## src/rtl/if_stage_pkg.sv

```systemverilog
// Shared definitions for the miniRV instruction-fetch stage.
package if_stage_pkg;

    localparam logic [31:0] NOP_INST = 32'h0000_0013;

    typedef enum logic [1:0] {
        IF_BOOT = 2'd0,
        IF_RUN  = 2'd1,
        IF_HALT = 2'd2
    } if_state_e;

    function automatic logic [31:0] align_pc(input logic [31:0] a);
        return {a[31:2], 2'b00};
    endfunction

endpackage

```

## src/rtl/if_stage_if_id_reg.sv

```systemverilog
// IF/ID pipeline register: bubble beats hold, hold beats a fresh load.
import if_stage_pkg::*;

module if_id_reg (
    input  logic        clk,
    input  logic        rst_n,
    input  logic        hold,
    input  logic        bubble,
    input  logic [31:0] ld_pc,
    input  logic [31:0] ld_inst,
    output logic [31:0] id_pc,
    output logic [31:0] id_pc4,
    output logic [31:0] id_inst,
    output logic        id_valid
);

    logic [31:0] id_pc_r;
    logic [31:0] id_pc4_r;
    logic [31:0] id_inst_r;
    logic        id_valid_r;

    // Slot update: reset, bubble insertion, hold, or capture of the fetched word
    always_ff @(posedge clk) begin
        if (!rst_n) begin
            id_pc_r    <= 32'h0000_0000;
            id_pc4_r   <= 32'h0000_0000;
            id_inst_r  <= NOP_INST;
            id_valid_r <= 1'b0;
        end else if (bubble) begin
            id_pc_r    <= 32'h0000_0000;
            id_pc4_r   <= 32'h0000_0000;
            id_inst_r  <= NOP_INST;
            id_valid_r <= 1'b0;
        end else if (hold) begin
            id_pc_r    <= id_pc_r;
            id_pc4_r   <= id_pc4_r;
            id_inst_r  <= id_inst_r;
            id_valid_r <= id_valid_r;
        end else begin
            id_pc_r    <= ld_pc;
            id_pc4_r   <= ld_pc + 32'd4;
            id_inst_r  <= ld_inst;
            id_valid_r <= 1'b1;
        end
    end

    assign id_pc    = id_pc_r;
    assign id_pc4   = id_pc4_r;
    assign id_inst  = id_inst_r;
    assign id_valid = id_valid_r;

endmodule

```

## src/rtl/if_stage.sv

```systemverilog
// miniRV fetch stage: PC register, BOOT/RUN/HALT fetch FSM, perf counters, IF/ID slot.
import if_stage_pkg::*;

module if_stage #(
    parameter logic [31:0] RESET_PC = 32'h0000_0000,
    parameter int          IROM_AW  = 14,
    parameter int          CNT_W    = 32
) (
    input  logic               clk,
    input  logic               rst_n,
    input  logic [31:0]        npc,
    input  logic               stall,
    input  logic               flush,
    input  logic               halt_req,
    input  logic [31:0]        irom_inst,
    output logic [31:0]        pc,
    output logic [IROM_AW-1:0] irom_addr,
    output logic [31:0]        id_pc,
    output logic [31:0]        id_pc4,
    output logic [31:0]        id_inst,
    output logic               id_valid,
    output logic               misalign,
    output logic [CNT_W-1:0]   fetch_cnt,
    output logic [CNT_W-1:0]   bubble_cnt
);

    localparam logic [CNT_W-1:0] CNT_ONE = {{(CNT_W-1){1'b0}}, 1'b1};

    if_state_e        state_r;
    logic [31:0]      pc_r;
    logic             misalign_r;
    logic [CNT_W-1:0] fetch_cnt_r;
    logic [CNT_W-1:0] bubble_cnt_r;
    logic             bubble_s;
    logic             hold_s;
    logic             npc_mis_s;

    assign npc_mis_s = (npc[1:0] != 2'b00);

    // IF/ID control; a flush also kills a same-cycle halt because the halting insn is younger
    always_comb begin
        bubble_s = 1'b1;
        hold_s   = 1'b0;
        if (state_r == IF_RUN) begin
            bubble_s = flush | halt_req;
            hold_s   = stall & ~flush & ~halt_req;
        end else begin
            bubble_s = 1'b1;
            hold_s   = 1'b0;
        end
    end

    // PC, fetch FSM, sticky misalign flag and perf counters
    always_ff @(posedge clk) begin
        if (!rst_n) begin
            state_r      <= IF_BOOT;
            pc_r         <= RESET_PC;
            misalign_r   <= 1'b0;
            fetch_cnt_r  <= {CNT_W{1'b0}};
            bubble_cnt_r <= {CNT_W{1'b0}};
        end else begin
            case (state_r)
                IF_BOOT: begin
                    state_r <= IF_RUN;
                end
                IF_RUN: begin
                    if (flush) begin
                        pc_r         <= align_pc(npc);
                        misalign_r   <= misalign_r | npc_mis_s;
                        bubble_cnt_r <= bubble_cnt_r + CNT_ONE;
                    end else if (halt_req) begin
                        state_r <= IF_HALT;
                    end else if (stall) begin
                        bubble_cnt_r <= bubble_cnt_r + CNT_ONE;
                    end else begin
                        pc_r        <= align_pc(npc);
                        misalign_r  <= misalign_r | npc_mis_s;
                        fetch_cnt_r <= fetch_cnt_r + CNT_ONE;
                    end
                end
                IF_HALT: begin
                    state_r <= IF_HALT;
                end
                default: begin
                    state_r <= IF_BOOT;
                end
            endcase
        end
    end

    if_id_reg u_if_id_reg (
        .clk      (clk),
        .rst_n    (rst_n),
        .hold     (hold_s),
        .bubble   (bubble_s),
        .ld_pc    (pc_r),
        .ld_inst  (irom_inst),
        .id_pc    (id_pc),
        .id_pc4   (id_pc4),
        .id_inst  (id_inst),
        .id_valid (id_valid)
    );

    assign pc         = pc_r;
    assign irom_addr  = pc_r[IROM_AW+1:2];
    assign misalign   = misalign_r;
    assign fetch_cnt  = fetch_cnt_r;
    assign bubble_cnt = bubble_cnt_r;

endmodule

```

## config.mk

```make
export PLATFORM = sky130hd
export DESIGN_NAME = if_stage
export DESIGN_NICKNAME = d
export VERILOG_FILES = /design/src/rtl/if_stage_pkg.sv /design/src/rtl/if_stage_if_id_reg.sv /design/src/rtl/if_stage.sv
export SDC_FILE = /design/constraint.sdc
export NUM_CORES = 1
export LEC_CHECK = 0
export BUFFER_PORTS_ARGS = -buffer_cell sky130_fd_sc_hd__buf_2
export CAP_MARGIN = 20
export CORE_UTILIZATION = 30
export CTS_BUF_LIST = sky130_fd_sc_hd__clkbuf_4 sky130_fd_sc_hd__clkbuf_8 sky130_fd_sc_hd__clkbuf_16
export DETAILED_ROUTE_END_ITERATION = 16
export SYNTH_ARGS = -nofsm -noshare
export SYNTH_HDL_FRONTEND = slang
export SYNTH_SLANG_ARGS = --single-unit
```

## constraint.sdc

```tcl
create_clock -name clk -period 2.3 [get_ports clk]
set_input_delay 0 -clock clk [delete_from_list [all_inputs] [get_ports clk]]
set_output_delay 0 -clock clk [all_outputs]
set_load 0.005 [all_outputs]
```

==> results by group <==
Clock tree
  • Max H-tree Level: 4
  • Reg clk slew, reported paths: 0.07 ns
  • CTS Buf Count: 17
  • Clk Tree Root Cell: clkbuf_16
  • TritonCTS sink count: 190
  • Worst skew pair latency: roughly 0.43 ns
  • CTS tree: yes
  • # Post-CTS Setup Buffers: 0
  • CTS Buffer Depth: 2

STA
  • Slew margin rel.: 0.575
  • Max Slew Vio Count: 0
  • Final hold violation count: 0
  • Period utilisation layout: 0.923
  • Highest clock rate: approximately 0.47 GHz
  • RSZ-0062 raised after global routing: no
  • Least-Margin Pin Slew: ~0.64 ns
  • Final setup TNS: 0 ns
  • Clock Skews: approximately 0.013 ns
  • Worst setup margin: between 0.15 and 0.2 ns
  • Minimum clock period: approximately 2.1 ns
  • Final setup viols: 0

Floorplanning
  • Die Y: 164 um
  • IO Pins: about 280
  • Initial Util: 0.305
  • Die area: between 20000 and 30000 um2
  • Die Wd: between 150 and 200 um
  • Row count: roughly 60
  • Core Region: roughly 26000 um2

Cells and area
  • Area Growth Syn to Fin: 39.3%
  • Layout cells sized above 1: 0.271
  • Commonest non-fill, non-tap cell in the layout: buf_2
  • Final net count: between 1000 and 1500
  • Final instance area: 11000 um2
  • Finished Layout Cells: 1654
  • Diodes inserted: 0
  • Most frequent cells in the layout: buf_2 (270), nand2_1 (220), dfxtp_1 (190)
  • Layout Utilization: 0.424

Critical path
  • CP Capture Type: flop
  • Worst setup SP type: flop
  • Crit path DAT: roughly 2.5 ns
  • CP required: between 2 and 3 ns
  • Crit Path Category: reg2reg
  • CP Max Fanout: 27

Logic synthesis
  • Post-synthesis sequential area ratio: 0.480
  • Ys async rst share: 0
  • Post-synth EDFFs: 0
  • Count of different cell masters after synthesis: 44
  • Syn Area/Cell: 8.12 um2
  • Yosys reg bits: 190
  • Primary FF master, synth: dfxtp_1
  • Cells after synthesis: between 900 and 1000
  • Area of the mapped netlist: around 7900 um2
  • Yosys warning count: 0

Place
  • Port buffer count: between 200 and 300
  • Cell Area, Placed: 9790 um2
  • RePlAce Congestion: about 0.79
  • Hpwl dp: approximately 18 mm
  • Placed Instances: ~1600
  • Place WS: 0.231 ns

Routing
  • Drt first-iter violations: between 300 and 400
  • DR WL/cell: 15.4 um
  • Final ANT Viol Nets: 0
  • DRT Pass-1 Iters: 4
  • Routed Wire Length: around 26 mm
  • DRC Markers: 0
  • Vias per inst: about 4.7
  • Via count: about 7800

Global route
  • Largest net degree at the start of global routing: slightly above 80
  • Total global routing overflow: 0
  • Vias in the first global route: approximately 7300
  • GR Util All Layers: 0.184
  • Initial antenna violation count: 1
  • First-pass GRT wire length: slightly below 40 mm

Min path
  • Hold crit path type: in2reg

Outcome
  • Status: finished, final reports clean

Power and ir drop
  • Peak supply drop: roughly 0.43 mV
  • LEAKAGE: about 0.0047 uW
  • Cell Pwr Density: 719 nW/um2

Flow run
  • Max-Cap Viols: 0
## final cells by class
| cell class | instances | area (um2) |
|---|---|---|
| Fill cell | 2615 | 15000 |
| Multi-Input combinational cell | 704 | 3740 |
| Clock buffer | 20 | 454 |
| Clock inverter | 12 | 129 |
| Timing Repair Buffer | 379 | 2430 |
| Inverter | 14 | 52.6 |
| Tap cell | 335 | 419 |
| Sequential cell | 190 | 3800 |
## synthesized netlist by cell type (all sizes together) (7+ instances only)
library cell | instances | area (um2)
nand4 | 22 | 138
or3 | 7 | 48.8
a211oi | 7 | 52.6
xor2 | 28 | 245
nor4 | 18 | 113
a21oi | 121 | 606
and4 | 10 | 87.6
dfxtp | 190 | 3800
buf | 24 | 175
and3 | 17 | 106
xnor2 | 49 | 429
nor2 | 76 | 285
nand2b | 7 | 43.8
inv | 14 | 52.6
clkbuf | 49 | 184
nand2 | 221 | 832
o21ai | 29 | 145
nand3 | 33 | 165
nor3 | 18 | 101
## flip-flops by register name, summed over array words and instances, names as in the netlist
register              count
u_if_id_reg.id_pc        30
misalign                  1
bubble_cnt               32
u_if_id_reg.id_inst      32
fetch_cnt                32
u_if_id_reg.id_pc4       30
state_r                   2
pc                       30
u_if_id_reg.id_valid      1
## path summary, 6_finish.rpt
| kind | startpoint | to | slack, ns | depth (start not counted) |
|---|---|---|---|---|
| min | stall | u_if_id_reg.id_valid | 0.11 | 4 |
| max | state_r[1] | misalign | 0.18 | 8 |
| max reg2reg | state_r[1] | misalign | 0.18 | 8 |
| min reg2reg | u_if_id_reg.id_inst[27] | u_if_id_reg.id_inst[27] | 0.45 | 2 |
## metrics by stage
step	hold slack, ns	total power (uW)
2_1_floorplan	0.124	4330
3_3_place_gp	0.219	4940
3_5_place_dp	0.222	4960
4_1_cts	0.0911	8050
5_1_grt	0.125	8340
6_report	0.113	7930
## critical path, cell delays in order, from the launching register on
cell and delay, ns:
dfxtp_1 0.30, inv_1 0.08, ha_1 0.19, buf_4 0.15
o21a_1 0.26, buf_8 0.24, o21ai_0 0.12, dlygate4sd3_1 0.57
a21oi_1 0.13
## logic make-up (layout without fill, tap and decap cells)
group / after synthesis / after routing / share of synthesized area
multiplexers: 4 / 4 / 0.00505
buffers and inverters: 87 / 425 / 0.0520
flip-flops: 190 / 190 / 0.480
other: 1 / 6 / 0.000473
adder cells (fa/ha/maj): 5 / 5 / 0.00790
XOR/XNOR: 77 / 77 / 0.0851
AND/OR/NAND/NOR: 444 / 444 / 0.257
AO/OA/AOI/OAI: 168 / 168 / 0.113
## metal layers
layer / routed length, um / part of all wire / global-route usage
met5: 10 / 0.00039 / 0
met4: 449 / 0.018 / 0.0534
met1: 11600 / 0.45 / 0.232
met3: 1860 / 0.073 / 0.0570
met2: 11600 / 0.46 / 0.301
## power breakdown
part	switching [uW]	internal, uW
Sequential	143	3440
Clock	1380	1580
Combinational	783	596
Total	2310	5620
## timing repair
item                                    in CTS  in global routing
resized for setup                            0                  2
endpoints found under the setup margin       0                  1
hold endpoints to repair                    70                  0
hold buffers                                65                  0
Power figures use the tool's default switching activity.
